<file path="src/rtl/scan_config_loader.sv">
// Scan-chain configuration loader: accepts bitstream words on a valid/ready stream and
// shifts them LSB-first into the tile chain. Optional readback via `CFG_READBACK_EN.
module scan_config_loader #(
   parameter int CHAIN_LEN = 1024,
   parameter int WORD_W    = 8
) (
   input  logic              PCLK,
   input  logic              RESET_N,
   input  logic              START,
   input  logic              ABORT,
   input  logic [WORD_W-1:0] IN_DATA,
   input  logic              IN_VALID,
   output logic              IN_READY,
   output logic              SE,
   output logic              SOUT,
   input  logic              SIN,
   output logic              BUSY,
   output logic              DONE,
   output logic [WORD_W-1:0] RB_DATA,
   output logic              RB_VALID
);

   localparam int CNT_W = $clog2(CHAIN_LEN + 1);
   localparam int IDX_W = $clog2(WORD_W + 1);
   localparam logic [CNT_W-1:0] BITS_INIT  = CNT_W'(CHAIN_LEN);
   localparam logic [CNT_W-1:0] WORDS_INIT = CNT_W'((CHAIN_LEN + WORD_W - 1) / WORD_W);
   localparam logic [IDX_W-1:0] WORD_BITS  = IDX_W'(WORD_W);

   localparam logic [1:0] ST_IDLE  = 2'd0;
   localparam logic [1:0] ST_FILL  = 2'd1;
   localparam logic [1:0] ST_SHIFT = 2'd2;
   localparam logic [1:0] ST_DONE  = 2'd3;

   logic [1:0]        state_q, state_d;
   logic [CNT_W-1:0]  bit_cnt_q, bit_cnt_d;
   logic [CNT_W-1:0]  word_cnt_q, word_cnt_d;
   logic [WORD_W-1:0] sr_q, sr_d;
   logic [IDX_W-1:0]  sr_cnt_q, sr_cnt_d;
   logic [WORD_W-1:0] buf_q, buf_d;
   logic              buf_full_q, buf_full_d;
   logic              se_q, se_d;
   logic              sout_q, sout_d;
   logic              busy, in_ready, xfer, emit, start_ok;

   assign busy     = (state_q == ST_FILL) || (state_q == ST_SHIFT);
   assign in_ready = busy && !buf_full_q && (word_cnt_q != '0);
   assign xfer     = IN_VALID && in_ready;
   assign emit     = busy && (sr_cnt_q != '0) && (bit_cnt_q != '0);

   always_comb begin
      state_d    = state_q;
      bit_cnt_d  = bit_cnt_q;
      word_cnt_d = word_cnt_q;
      sr_d       = sr_q;
      sr_cnt_d   = sr_cnt_q;
      buf_d      = buf_q;
      buf_full_d = buf_full_q;
      se_d       = 1'b0;
      sout_d     = sout_q;
      start_ok   = 1'b0;

      if (emit) begin
         se_d      = 1'b1;
         sout_d    = sr_q[0];
         sr_d      = sr_q >> 1;
         sr_cnt_d  = sr_cnt_q - IDX_W'(1);
         bit_cnt_d = bit_cnt_q - CNT_W'(1);
      end

      // Refill in the same cycle the last bit leaves, so a keeping-up source shifts gaplessly.
      if ((sr_cnt_d == '0) && buf_full_q) begin
         sr_d       = buf_q;
         sr_cnt_d   = WORD_BITS;
         buf_full_d = 1'b0;
      end

      if (xfer) begin
         word_cnt_d = word_cnt_q - CNT_W'(1);
         if (sr_cnt_d == '0) begin
            sr_d     = IN_DATA;
            sr_cnt_d = WORD_BITS;
         end else begin
            buf_d      = IN_DATA;
            buf_full_d = 1'b1;
         end
      end

      case (state_q)
         ST_IDLE, ST_DONE: begin
            if (START) begin
               start_ok   = 1'b1;
               state_d    = ST_FILL;
               bit_cnt_d  = BITS_INIT;
               word_cnt_d = WORDS_INIT;
               sr_cnt_d   = '0;
               buf_full_d = 1'b0;
            end
         end
         default: begin
            // Leftover bits of the final word are dropped here.
            if (bit_cnt_q == '0) begin
               state_d    = ST_DONE;
               sr_cnt_d   = '0;
               buf_full_d = 1'b0;
            end else if (sr_cnt_d != '0) begin
               state_d = ST_SHIFT;
            end else begin
               state_d = ST_FILL;
            end
         end
      endcase

      if (ABORT) begin
         state_d    = ST_IDLE;
         start_ok   = 1'b0;
         bit_cnt_d  = '0;
         word_cnt_d = '0;
         sr_cnt_d   = '0;
         buf_full_d = 1'b0;
         se_d       = 1'b0;
         sout_d     = 1'b0;
      end
   end

   always_ff @(posedge PCLK or negedge RESET_N) begin
      if (!RESET_N) begin
         state_q    <= ST_IDLE;
         bit_cnt_q  <= '0;
         word_cnt_q <= '0;
         sr_cnt_q   <= '0;
         buf_full_q <= 1'b0;
         se_q       <= 1'b0;
         sout_q     <= 1'b0;
      end else begin
         state_q    <= state_d;
         bit_cnt_q  <= bit_cnt_d;
         word_cnt_q <= word_cnt_d;
         sr_cnt_q   <= sr_cnt_d;
         buf_full_q <= buf_full_d;
         se_q       <= se_d;
         sout_q     <= sout_d;
      end
   end

   // Word storage is qualified by the counters above and needs no reset.
   always_ff @(posedge PCLK) begin
      sr_q  <= sr_d;
      buf_q <= buf_d;
   end

   assign IN_READY = in_ready;
   assign SE       = se_q;
   assign SOUT     = sout_q;
   assign BUSY     = busy;
   assign DONE     = (state_q == ST_DONE);

`ifdef CFG_READBACK_EN
   logic [WORD_W-1:0] rb_acc_q, rb_acc_d;
   logic [IDX_W-1:0]  rb_idx_q, rb_idx_d;
   logic [WORD_W-1:0] rb_data_q, rb_data_d;
   logic              rb_valid_q, rb_valid_d;
   logic              last_cyc;

   // The cycle carrying the final SE=1 is the one where the bit counter has already hit 0.
   assign last_cyc = busy && (bit_cnt_q == '0);

   always_comb begin
      rb_acc_d   = rb_acc_q;
      rb_idx_d   = rb_idx_q;
      rb_data_d  = rb_data_q;
      rb_valid_d = 1'b0;
      if (se_q) begin
         rb_acc_d = rb_acc_q | (WORD_W'(SIN) << rb_idx_q);
         rb_idx_d = rb_idx_q + IDX_W'(1);
         if ((rb_idx_d == WORD_BITS) || last_cyc) begin
            rb_data_d  = rb_acc_d;
            rb_valid_d = 1'b1;
            rb_acc_d   = '0;
            rb_idx_d   = '0;
         end
      end
      if (start_ok || ABORT) begin
         rb_acc_d = '0;
         rb_idx_d = '0;
      end
   end

   always_ff @(posedge PCLK or negedge RESET_N) begin
      if (!RESET_N) begin
         rb_acc_q   <= '0;
         rb_idx_q   <= '0;
         rb_data_q  <= '0;
         rb_valid_q <= 1'b0;
      end else begin
         rb_acc_q   <= rb_acc_d;
         rb_idx_q   <= rb_idx_d;
         rb_data_q  <= rb_data_d;
         rb_valid_q <= rb_valid_d;
      end
   end

   assign RB_DATA  = rb_data_q;
   assign RB_VALID = rb_valid_q;
`else
   logic unused_sin;
   logic unused_start_ok;
   assign unused_sin      = SIN;
   assign unused_start_ok = start_ok;
   assign RB_DATA         = '0;
   assign RB_VALID        = 1'b0;
`endif

endmodule

</file>
<file path="config.mk">
export PLATFORM = sky130hd
export DESIGN_NAME = scan_config_loader
export DESIGN_NICKNAME = d
export VERILOG_FILES = /design/src/rtl/scan_config_loader.sv
export SDC_FILE = /design/constraint.sdc
export NUM_CORES = 1
export LEC_CHECK = 0
export ABC_AREA = 1
export BUFFER_PORTS_ARGS = -buffer_cell sky130_fd_sc_hd__buf_4
export CAP_MARGIN = 20
export CORE_MARGIN = 5
export CORE_UTILIZATION = 30
export CTS_CLUSTER_DIAMETER = 120
export DETAILED_ROUTE_END_ITERATION = 10
export RECOVER_POWER = 100
export SLEW_MARGIN = 20
export SYNTH_ARGS = -nofsm -noshare
export SYNTH_HDL_FRONTEND = slang
export SYNTH_SLANG_ARGS = --single-unit
</file>
<file path="constraint.sdc">
create_clock -name PCLK -period 4.3 [get_ports PCLK]
set_input_delay 1.29 -clock PCLK [delete_from_list [all_inputs] [get_ports PCLK]]
set_output_delay 1.29 -clock PCLK [all_outputs]
set_load 0.005 [all_outputs]
</file>
**Word-level counts from Yosys, hierarchy flattened**

Cells that the tools add are included.

- Input bits: 14
- Word-level logic and storage cells: 72
- Output and inout bits: 14
- Register bits: 47

- Mux-type cells: 36
- $add $sub $neg: 3
- Bitwise logic cells: 1
- Equality and inequality tests: 4
- Reductions and logical operators: 19

Operator list:

| operator | count |
|---|---|
| two-way mux 11 bit | 8 |
| two-way mux 4 bit | 8 |
| two-way mux 8 bit | 4 |
| nonzero test 11 bit | 2 |
| subtractor 11 x 1 -> 11 bit (second input constant) | 2 |
| zero test 11 bit | 1 |
| two-way mux 1 bit | 11 |
| two-way mux 2 bit | 5 |
| zero test 4 bit | 2 |
| nonzero test 4 bit | 2 |
| logical AND 1 bit | 6 |
| equality test 2 bit (second input constant) | 2 |
| subtractor 4 x 1 -> 4 bit (second input constant) | 1 |
| != test 3 bit (second input constant) | 1 |
| equality test 2 x 1 -> 1 bit (second input constant) | 1 |
| zero test 2 bit | 1 |
| AND reduction 2 bit | 1 |
| nonzero test 2 bit | 1 |
| OR reduction 2 bit | 1 |
| zero test 1 bit | 1 |
| logical OR 1 bit | 1 |
| inverter 1 bit | 1 |

**Longest topological paths before layout**

- Depth after elaboration: 16
- Gate-level depth with buffers: 14
- Depth with buffers taken out: 14

**Least setup slack after synthesis**

Ideal clock, no wire load.

- Kind: register -> output
- From: register word_cnt_q[0]
- To: output port IN_READY
- Required time: 3010 ps
- Stages on the path, launching flop included: 8
- Arrival time: 1064 ps
- Path buffers: 0
- Setup slack: 1946 ps
- Path through: dfrtp_1 inv_1 ha_1 nand2_1 nor2_1 nand3_1 nand2_1 inv_1

- Longest elaborated chain between the ends: 2

RTL lines:

| element | line | source |
|---|---|---|
| start, declared | 36 | `logic [CNT_W-1:0] word_cnt_q, word_cnt_d;` |
| start signal, assigned | 137 | `word_cnt_q <= word_cnt_d;` |
| nonzero test 11 bit | 46 | `assign in_ready = busy && !buf_full_q && (word_cnt_q != '0);` |
| logical AND 1 bit | 46 |  |
| end, declared | 13 | `output logic IN_READY,` |

No other way between the ends.

**Worst setup path in the final report**

- From: register state_q[0]
- To: register buf_q[7], enable pin

- Longest elaborated chain between the ends: 11
- Elaborated cells between the ends (all ways): 15
- Those cells by class: eq/ne: 2; mux: 2; bitwise: 1; reduce/logical: 10

RTL lines:

| element | line | source |
|---|---|---|
| start, declared | 34 | `logic [1:0] state_q, state_d;` |
| start signal, assigned | 135 | `state_q <= state_d;` |
| equality test 2 x 1 -> 1 bit or equality test 2 bit (tied branches) | 45 | `assign busy = (state_q == ST_FILL) \|\| (state_q == ST_SHIFT);` |
| logical OR 1 bit * | 45 |  |
| logical AND 1 bit (2 in series) | 48 | `assign emit = busy && (sr_cnt_q != '0) && (bit_cnt_q != '0);` |
| two-way mux 4 bit | 62 | `if (emit) begin` |
| zero test 4 bit | 71 | `if ((sr_cnt_d == '0) && buf_full_q) begin` |
| logical AND 1 bit | 71 |  |
| two-way mux 4 bit | 71 |  |
| zero test 4 bit | 79 | `if (sr_cnt_d == '0) begin` |
| inverter 1 bit (no line) | -- |  |
| AND reduction 2 bit (no line) * | -- |  |
| end signal, assigned | 148 | `buf_q <= buf_d;` |
| end, declared | 39 | `logic [WORD_W-1:0] buf_q, buf_d;` |

Mark *: on every way between the ends. The rest lies on a longest branch, timed or not.
A chain may end at the register's enable or synchronous reset.

==> results.toml <==
[status]
outcome = "complete, but fails checks"
violations = "max-capacitance violations, max-slew violations"

[route]
highest_layer = "met4"
drt-initial-drc-count = 125
wl_met1_mm = 2.42
dr.pass1.iters = 4
wl_met2_mm = 2.33
final_antenna_net_count = 0
vias = 1944
met3_length_um = 184
drt_wl_total_mm = 4.98
avgRoutedWirePerCell_um = 11.6
drcViolationCount = 0
drt-vias-per-instance = 4.54

[sta]
fmax_mhz = 299
fin_setup_tns_ns = 0
fin_worst_skew_ns = 0.00986
rsz0062_at_grt = "no"
final-max-slew-violation-count = 32
setup_viol = 0
timing.final.crit_period_ns = 3.34
timing.hold.ws_ns = 0.487
max_slew.worst_pin.slew_ns = 1.67
fin_crit_sh_pct = 77.8
hold_viol = 0
relSlewSlack_pct = -11.6

[die]
initial_utilization_pct = 31.1
dieArea_sq_um = 10500
core_sq_um = 8260
ios = 28
row_count = 33
dieHeight_um = 102
die_w_um = 102

[power]
internal_power_mw = 0.997
power.density_nw_per_um2 = 629
swShare_pct = 43.1
comb_power_share_pct = 48.7
power_switching_mw = 0.754
vdd_ir_drop_max_mv = 0.242
p_leak_nw = 1.36
pwr-share-clk_pct = 16.0
seqPwrFrac_pct = 35.3

[setup_path]
startpoint_type = "flop"
crit_path_cell_trace = "ha_1 -> inv_1 -> a21oi_1 -> nand2_1 -> o21ai_2 -> nor2_4 -> and2_4 -> nor2_1"
cp_data_arrival_time_ns = 3.28
slowest_delay_ns = 0.55
path_max_fanout = 19
required_ns = 4.24
crit_slowest_cell = "nor2_1"
r2r_cells = 8
endpoint_kind = "flop"
crit_type = "reg -> reg"
crit_cells = 8
critPathBufInv = 1
crit_family = "simple AND/OR/NAND/NOR gates"

[placed_design]
port_buffers = 17
placed_area_sq_um = 2740
dp.final_hpwl_mm = 3.57
place.gp.congestion = 0.756

[clock_network]
cts_sinks = 47
holdBufCountCts = 0
worstSkewPairLatency_ns = 0.30
cts_buffers = 5
htree_levels = 2
postCtsResizedCells = 0
cts_tree = "yes"
cts_setup_buffers = 0
clk_pin_slew_worst_paths_ns = 0.08
root_buffer = "clkbuf_8"
cts_buffer_depth = 2

[run]
max_cap_viol_count = 1

[synth]
yosys_warnings = 0
yosysUniqueCellTypes = 33
synth-edff-count = 8
syn_area_per_cell_sq_um = 8.38
synthArstFlopShare_pct = 66.0
synth-seq-cells = 47
synth-main-ff-cell = "dfrtp_1"
syn_area_sq_um = 2560
syn_inst = 306
yosysSeqAreaShare_pct = 45.9

[worst_hold_path]
holdPathStages = 1
hp-class = "reg -> reg"

[finish]
diodes = 0
syn2layout_area_growth_pct = 8.49
stdcell_area_sq_um = 2780
multi_input_area_sq_um = 1120
fill_cells = 894
drive_above_1_share_pct = 12.1
final_nets = 340
regArea_sq_um = 1180

[grt]
grt_max_degree = 32
antenna_found_initial = 0
grt.overflow.total = 0
grt_pass1_wl_mm = 8.56
grt_pass1_vias = 1876
grt_usage_pct = 10.2
## sequential cells by signal, summed over array words and instances (netlist names)
signal,flops
bit_cnt_q,11
state_q,2
SE,1
sr_q,8
SOUT,1
buf_full_q,1
sr_cnt_q,4
buf_q,8
word_cnt_q,11
## synth_stat cells (3+ instances only)
| cell type | count | area (sq um) |
|---|---|---|
| nand2_1 | 57 | 214 |
| inv_1 | 34 | 128 |
| dfrtp_1 | 31 | 776 |
| nor2_1 | 29 | 109 |
| nand3_1 | 24 | 120 |
| o21ai_0 | 17 | 85.1 |
| a21oi_1 | 15 | 75.1 |
| buf_4 | 12 | 90.1 |
| nand4_1 | 11 | 68.8 |
| nand3_2 | 9 | 90.1 |
| xor2_1 | 9 | 78.8 |
| dfxtp_1 | 8 | 160 |
| edfxtp_1 | 8 | 240 |
| inv_2 | 7 | 26.3 |
| nor3_1 | 6 | 30.0 |
| mux2i_1 | 5 | 50.1 |
| ha_1 | 4 | 50.1 |
| nor2_4 | 3 | 33.8 |
## power by group through the flow
stage               clock [mW]  combinational [mW]  sequential (mW)
floorplan                    0               0.709            0.613
global placement             0               0.873            0.627
detailed placement           0               0.889            0.627
CTS                      0.290               0.892            0.619
global route             0.307               0.987            0.631
finish                   0.280               0.852            0.619
## cell usage in the layout (no fill, tap or decap), drive strengths merged
master and count:
a211oi 1, a21oi 16, a31oi 1, and2 1
buf 2, clkbuf 23, clkinv 1, conb 9
dfrtp 31, dfxtp 8, edfxtp 8, ha 4
inv 41, mux2i 5, nand2 59, nand3 34
nand3b 1, nand4 11, nor2 32, nor3 7
o21ai 18, o31ai 1, xor2 9
## area by class of cell
class,instances,area share [%]
clock buffer,7,3.10
tap,105,4.72
multi-input combinational,209,40.4
clock inverter,1,0.180
inverter,41,5.53
sequential,47,42.3
timing repair buffer,18,3.78
## cell families (layout without fill, tap and decap cells)
| group | after synthesis | after routing | share of synthesized area (%) |
|---|---|---|---|
| adders and majority gates | 4 | 4 | 1.95 |
| other | 1 | 9 | 0.146 |
| and+or+nand+nor | 145 | 145 | 28.3 |
| buffers and inverters | 58 | 67 | 10.6 |
| AOI/OAI and AO/OA | 37 | 37 | 8.05 |
| muxes | 5 | 5 | 1.95 |
| DFF | 47 | 47 | 45.9 |
| xor gates and xnor gates | 9 | 9 | 3.07 |
## path summary, 6_finish.rpt
check | start | endpoint | slack, ns
worst max-delay path | state_q[0] | buf_q[7] | 0.96
worst min-delay path | bit_cnt_q[0] | bit_cnt_q[0] | 0.49
worst max register to register | state_q[0] | buf_q[7] | 0.96
worst min register to register | bit_cnt_q[0] | bit_cnt_q[0] | 0.49
max in group asynchronous | RESET_N | bit_cnt_q[4] | 1.92
min in group asynchronous | RESET_N | word_cnt_q[6] | 1.41
## stage by stage
step | instances | setup slack [ns] | power (mW) | util (%)
after floorplan | 314 | 1.95 | 1.32 | -
final | 428 | 0.956 | 1.75 | 33.7
after global routing | 428 | 0.748 | 1.92 | 33.7
after global placement | 420 | 1.39 | 1.50 | 33.2
after detailed placement | 420 | 1.38 | 1.52 | 33.2
after CTS | 428 | 1.33 | 1.80 | 34.3
## routing by layer
metal	up-vias	GRT usage, %
li1	1012	-
met1	899	13.4
met2	27	16.6
met3	6	2.39
met4	0	3.33
met5	-	0
(Power assumes the default switching activity.)
